$ cat src/rtl/blink_rate_controller.sv
// Run/pause/stop sequencer for a free-running timebase with a REQ/ACK run-time period update.
// Latency: ACK/REJECT/PEND/STATE/COUNT are registered; TICK and BLINK are decoded from registers.
// Backpressure: REQ is held until ACK or REJECT; a held REQ is re-armed only after it drops.
module blink_rate_controller #(
  parameter int          N              = 26,
  parameter int unsigned DEFAULT_PERIOD = 50000000,
  parameter int unsigned MIN_PERIOD     = 2
) (
  input  logic         CLKb,
  input  logic         CLRb,
  input  logic         START,
  input  logic         STOP,
  input  logic         REQ,
  input  logic [N-1:0] PERIOD_IN,
  output logic         ACK,
  output logic         REJECT,
  output logic         PEND,
  output logic [1:0]   STATE,
  output logic [N-1:0] COUNT,
  output logic         TICK,
  output logic         BLINK,
  output logic         TOGGLE
);

  typedef enum logic [1:0] {
    S_IDLE  = 2'b00,
    S_RUN   = 2'b01,
    S_PAUSE = 2'b10
  } state_t;

  localparam logic [N-1:0] DEF_P = N'(DEFAULT_PERIOD);
  localparam logic [N-1:0] MIN_P = N'(MIN_PERIOD);

  state_t       state_q, state_d;
  logic [N-1:0] count_q, count_d;
  logic [N-1:0] period_q, shadow_q;
  logic         pend_q, ack_q, reject_q, toggle_q, armed_q;
  logic         tick, capture, bad_req, install;

  assign tick    = (state_q == S_RUN) && (count_q == period_q - 1'b1);
  assign capture = REQ && armed_q && !pend_q && !ack_q && !reject_q;
  assign bad_req = PERIOD_IN < MIN_P;
  // In RUN the new period waits for the wrap so the current period always completes.
  assign install = pend_q && ((state_q != S_RUN) || tick);

  always_comb begin
    state_d = state_q;
    count_d = count_q;
    case (state_q)
      S_IDLE: begin
        if (START && !STOP) state_d = S_RUN;
        count_d = '0;
      end
      S_RUN: begin
        if (STOP) state_d = S_PAUSE;
        count_d = tick ? '0 : count_q + 1'b1;
      end
      S_PAUSE: begin
        if (STOP) begin
          state_d = S_IDLE;
          count_d = '0;
        end else if (START) begin
          state_d = S_RUN;
        end
      end
      default: begin
        state_d = S_IDLE;
        count_d = '0;
      end
    endcase
    if (install) count_d = '0;
  end

  always_ff @(posedge CLKb or negedge CLRb) begin
    if (!CLRb) begin
      state_q  <= S_IDLE;
      count_q  <= '0;
      period_q <= DEF_P;
      shadow_q <= '0;
      pend_q   <= 1'b0;
      ack_q    <= 1'b0;
      reject_q <= 1'b0;
      toggle_q <= 1'b0;
      armed_q  <= 1'b1;
    end else begin
      state_q  <= state_d;
      count_q  <= count_d;
      ack_q    <= install;
      reject_q <= capture && bad_req;
      if (tick) toggle_q <= ~toggle_q;
      if (install) begin
        period_q <= shadow_q;
        pend_q   <= 1'b0;
      end else if (capture && !bad_req) begin
        shadow_q <= PERIOD_IN;
        pend_q   <= 1'b1;
      end
      if (capture)   armed_q <= 1'b0;
      else if (!REQ) armed_q <= 1'b1;
    end
  end

  assign ACK    = ack_q;
  assign REJECT = reject_q;
  assign PEND   = pend_q;
  assign STATE  = state_q;
  assign COUNT  = count_q;
  assign TICK   = tick;
  assign BLINK  = (state_q != S_IDLE) && (count_q >= (period_q >> 1));
  assign TOGGLE = toggle_q;

endmodule

$ cat config.mk
export PLATFORM = sky130hd
export DESIGN_NAME = blink_rate_controller
export DESIGN_NICKNAME = d
export VERILOG_FILES = /design/src/rtl/blink_rate_controller.sv
export SDC_FILE = /design/constraint.sdc
export NUM_CORES = 1
export LEC_CHECK = 0
export ABC_AREA = 1
export CORE_UTILIZATION = 50
export CTS_BUF_LIST = sky130_fd_sc_hd__clkbuf_4 sky130_fd_sc_hd__clkbuf_8 sky130_fd_sc_hd__clkbuf_16
export DETAILED_ROUTE_END_ITERATION = 8
export HOLD_SLACK_MARGIN = 0.03
export PLACE_DENSITY = 0.72
export RECOVER_POWER = 100
export SLEW_MARGIN = 20
export SYNTH_ARGS = -nofsm -noshare
export SYNTH_HDL_FRONTEND = slang
export SYNTH_SLANG_ARGS = --single-unit
$ cat constraint.sdc
create_clock -name CLKb -period 3.8 [get_ports CLKb]
set_input_delay 0.95 -clock CLKb [delete_from_list [all_inputs] [get_ports CLKb]]
set_output_delay 0.95 -clock CLKb [all_outputs]
set_load 0.005 [all_outputs]
# ---- Word level (Yosys, flattened, before mapping)
# Cells that the tools add are included.
dict set report word_totals {
  wordCells 58
  out_inout_bits 34
  in_bits 31
  regBits 85
}
dict set report op_classes {
  n_bitwise 2
  n_lt_le_gt_ge 2
  eq_ne 9
  addsub 2
  reduce_logical 21
  n_mux 13
}
# cell n
set ops {}
lappend ops {{2-to-1 mux 26 bit} 3}
lappend ops {{case mux 26 bit (2 select lines)} 1}
lappend ops {{adder 26 x 1 -> 26 bit, second input constant} 1}
lappend ops {{equality test 26 bit} 1}
lappend ops {{greater-or-equal comparator 26 x 25 -> 1 bit} 1}
lappend ops {{less-than comparator 26 x 2 -> 1 bit, second input constant} 1}
lappend ops {{subtractor 26 x 1 -> 26 bit, second input constant} 1}
lappend ops {{logical AND 1 bit} 10}
lappend ops {{2-to-1 mux 2 bit} 4}
lappend ops {{inequality test 3 bit, second input constant} 2}
lappend ops {{case mux 2 bit (3 select lines)} 1}
lappend ops {{logical NOT 1 bit} 5}
lappend ops {{2-to-1 mux 1 bit} 4}
lappend ops {{inequality test 2 x 1 -> 1 bit, second input constant} 2}
lappend ops {{inequality test 2 bit, second input constant} 2}
lappend ops {{nonzero test 2 bit} 2}
lappend ops {{AND reduction 3 bit} 1}
lappend ops {{equality test 2 x 1 -> 1 bit, second input constant} 1}
lappend ops {{equality test 2 bit, second input constant} 1}
lappend ops {{logical NOT 2 bit} 1}
lappend ops {{NOT 1 bit} 2}
lappend ops {{AND reduction 2 bit} 1}
lappend ops {{logical OR 1 bit} 1}

# ---- Depth between registers and ports, before layout
dict set report depth {
  depth_word 7
  ltp_mapped 17
  depth_no_buf 16
}

# ---- Worst setup path before layout
# No wires, ideal clock.
dict set report synth_timing {
  kind {flip-flop to output port}
  from {register period_q[0]}
  to {output TICK}
  path_slack_ps 1028
  n_path_buf 1
  required_time_ps 2850
  stages_incl_launch_ff 14
  arrival_time_ps 1822
  path_cell_list {dfrtp_1 > inv_1 > ha_1 > nand2_2 > nor2_4 > buf_6 > nand2_1 > o21ai_1 > nand2_1 > nor2_1 > nand2_1 > nor2_2 > nand3_4 > nor2_1}
}
dict set report synth_via {
  elab_chain_cells 3
}
# item line_no
set synth_rtl {}
lappend synth_rtl {{start: declaration} 36} ;# logic [N-1:0] period_q, shadow_q;
lappend synth_rtl {{start signal: assignment} 92} ;# period_q <= shadow_q;
lappend synth_rtl {{subtractor 26 x 1 -> 26 bit} 40} ;# assign tick = (state_q == S_RUN) && (count_q == period_q - 1'b1);
lappend synth_rtl {{equality test 26 bit} 40}
lappend synth_rtl {{logical AND 1 bit} 40}
lappend synth_rtl {{end: declaration} 20} ;# output logic TICK,
# No other way between the ends.

# ---- Final worst setup path
dict set report layout_timing {
  from {register period_q[22]}
  to {output BLINK}
}
dict set report layout_via {
  elab_chain_cells 2
}
# item line_no
set layout_rtl {}
lappend layout_rtl {{greater-or-equal comparator 26 x 25 -> 1 bit} 109} ;# assign BLINK = (state_q != S_IDLE) && (count_q >= (period_q >> 1));
lappend layout_rtl {{logical AND 1 bit} 109}
lappend layout_rtl {{end: declaration} 21} ;# output logic BLINK,
# No other way between the ends.

==> impl_results.md <==
- Std-Cell Core Area: 11000 um2
- Placed wire-length estimate after detailed placement: 11400 um
- Syn Inst Count: 791
- Startpoint of the worst setup timing path: period_q[22]$_DFFE_PN1N_
- Drt drc: 0
- Inst Count DP: 990
- Post-synth EDFFs: 0
- Via count of the first global-routing pass: 5105
- Nets in the synthesized netlist: approximately 850
- Pre-antenna DRT Iters: 5
- Critical path start-end classification: flip-flop to primary output
- Sequential cell area: 2140 um2
- Result of the run: complete, but fails checks
- Clk root buf: clkbuf_16
- Number of register bits inferred by synthesis: 85
- Setup clock skew after layout: 7.83 ps
- Count of placed standard cells in the final layout, fillers left out: between 1000 and 1500
- Weighted congestion at the end of routability-driven global placement: about 0.9
- Number of clock sinks seen by CTS: 85
- DR vias: 5407
- Synthesis warning total: 0
- Sw Pwr: 1.73 mW
- Highest achievable clock rate: 0.270 GHz
- Yosys top cell area share: a little under a third
- Count of buffers from port buffering: 64
- Initial cell density of the core: 52.0%
- H-Tree Level Count: 3
- I/O Pins: 65
- Clock tree from TritonCTS: done
- Post-layout nets: 921
- GRT Residual Overflow: 0
- Mean instance size in the synthesized netlist: around 7.2 um2
- Maximum fanout along the worst path: 5
- Skew-Pair Late Insertion Delay: 350 ps
- IR Drop Worst-Case VDD: 0.392 mV
- Iteration-0 DRC count of the detailed router: 382
- Stage delay of the slowest cell on the critical path: roughly 580 ps
- Area post-placement: 6550 um2
- Setup repair after global routing missed its margin: no
- Part of the total power dissipated in combinational logic: 42.1%
- Most used standard cell by instance count after synthesis: nand2_1
- Worst path top cell family by delay: buffers and inverters
- CP startpoint kind: flip-flop
- R2R Path End: period_q[8]$_DFFE_PN0N_
- Die Area: about 12000 um2
- Diode insertion count for antenna repair: 0
- Kind of end point of the critical path: primary output
- Per-cell routed wire length: 14.9 um
- Fraction of synthesis flops using an asynchronous set or reset pin: 100%
- Reported leakage power: 3.33 nW
- Worst Reg-to-Reg Cells: 15
- Biggest area consumer among synthesized cells: dfrtp_1
- Required arrival time at the worst endpoint: 2850 ps
- Post-layout power: 4.11 mW
- Cell internal power dissipation: 2.38 mW
- Fin crit period: 3700 ps
- Layout Cell Area excl Fill: 6890 um2
- Die boundary height: 109 um
- Final count of pins violating max slew: 51
- Number of antenna violations at the first check in global routing: 0
- Failing checks: max-capacitance violations, max-slew violations
- Number of fill cells in the layout: approximately 1000
- Library cell contributing the largest single delay on the critical path: dfstp_2
- Number of CTS-inserted buffers: 9
- Maximum number of pins on one net before global-route repair: 51
- Portion of the post-synthesis area used by sequential elements: 37.5%
- Final Setup Violations: 0
- Routed vias/inst: 5.36
- Switching share of total power: 42.1%
- Worst hold path type: flip-flop to flip-flop
- Post-Route Utilization: 62.8%
- Chip width: 109 um
- Hold wc startpoint: shadow_q[6]$_DFFE_PN0P_
- Cell-by-cell trace of the critical path: inv_1 > ha_1 > nand2_1 > nor4_2 > a21oi_1 > nand3_1 > o21ai_0 > inv_1 > clkdlybuf4s50_1
- Arrival time reported for the critical path endpoint: 2750 ps
- Cell repeated most along the worst path: inv_1
- Setup slack of the worst register-to-register path: 910 ps
- Max_cap viols: 1
- Site row count: 38
- Global-route wire length before repair: 24600 um
- Primary flip-flop cell chosen by synthesis mapping: dfrtp_1
- Hold depth: 2
- Final worst path period share: between 90% and 100%
- Clock Pin Slew Worst Setup and Hold Paths: 60 ps
- Sequential group share of total power: ~36%
- Reg2Reg Launch Point: period_q[8]$_DFFE_PN0N_
- Combined area of the multi-input logic cells: around 3100 um2
- Power per standard cell area: 596 nW/um2
- Setup total negative slack: 0 ps
- Final hold viol count: 0
- Most used standard cells in the synthesized netlist: nand2_1 (239), inv_1 (92), dfrtp_1 (72), nand3_1 (67), nor2_1 (66)
- Sink of the worst hold path: shadow_q[6]$_DFFE_PN0P_
- Transition time of the tightest slew-check pin: 2570 ps
- Area Overhead vs Synth: 20.6%
- Antenna violation net count after detailed routing: 0
- Drt total wl: between 15000 and 20000 um
- Fraction of final layout cells sized beyond drive strength 1: 7.95%
- Synth unique cells: 33
- GRT Util Overall: 27.0%
- Max_slew headroom: -71.0%
- Cells taking the most area after synthesis: dfrtp_1 (32%), nand2_1 (16%), inv_1 (6.0%)
- Worst Path Buf+Inv: 3
- Deepest clock path buffer count: 2
- # hold bufs at CTS: 0
- Total standard cell area after synthesis: 5710 um2
- Fraction of power consumed by the clock network: 22.2%
worst max path at each step:
stage / endpoint / slack, ps / cells past startpoint
after global placement: TICK / 410 / 13
final: BLINK / 100 / 9
after global routing: TICK / 0.06 / 13
after detailed placement: TICK / 350 / 13
after CTS: TICK / 10 / 13
after floorplan: TICK / 1030 / 13
sequential cells by signal (all words and copies together), names as in the netlist:
signal,count
PEND,1
COUNT,26
ACK,1
REJECT,1
STATE,2
TOGGLE,1
shadow_q,26
period_q,26
armed_q,1
power by group through the flow:
stage	clock, mW	sequential (mW)	combinational, mW
after floorplan	0	1.41	1.29
after global placement	0	1.47	1.62
after detailed placement	0	1.48	1.67
after CTS	0.930	1.46	1.68
after global routing	0.971	1.51	1.98
final	0.912	1.47	1.73
worst min-delay path: cells and delay by family (launching register included):
family        cells  cell delay, ps
flops             1             340
simple gates      2             110
repair_timing:
action,4_1_cts,5_1_grt
pin swaps,1,1
gates resized for setup,1,11
setup endpoints to repair,1,2
buffers inserted,1,0
cloned,0,1
placed cells by master (no fill, tap or decap), types with 12 or more instances in the layout:
master / Yosys / final
a21oi_1: 22 / 22
buf_4: 3 / 16
clkdlybuf4s50_1: 0 / 54
dfrtp_1: 72 / 71
dfstp_2: 13 / 13
ha_1: 27 / 26
inv_1: 92 / 91
nand2_1: 239 / 239
nand3_1: 67 / 67
nand3b_1: 17 / 17
nand4_1: 24 / 24
nor2_1: 66 / 61
nor4_1: 14 / 13
o21ai_0: 38 / 38
xnor2_1: 12 / 12
xor2_1: 33 / 33
per-stage QoR:
stage / setup WS [ps] / hold slack (ps)
floorplan: 1030 / 443
global placement: 408 / 458
detailed placement: 354 / 464
CTS: 14.7 / 478
global route: 0.0591 / 484
finish: 100 / 473
layer usage:
layer	share of wire, %	global-route usage, %	up-vias
met2	47	44.2	152
met4	2.4	10.3	0
met5	0	0	-
met1	46	36.6	2512
li1	-	-	2716
met3	4.8	3.05	27
layout make-up:
class | instances | share of cell area (%)
tap | 140 | 2.54
timing repair buffer | 84 | 11.2
inverter | 92 | 5.01
clock buffer | 11 | 3.67
clock inverter | 5 | 0.853
sequential | 85 | 31.1
multi-input combinational | 591 | 45.6
cells by family after synthesis:
logic type	Yosys count	synth area share, %
adders and majority gates	27	5.91
and+or+nand+nor	448	35.0
AOI/OAI and AO/OA	70	6.46
DFF	85	37.5
buffers and inverters	116	8.23
xor gates and xnor gates	45	6.90
No activity file was read; power rests on OpenSTA's default activity.
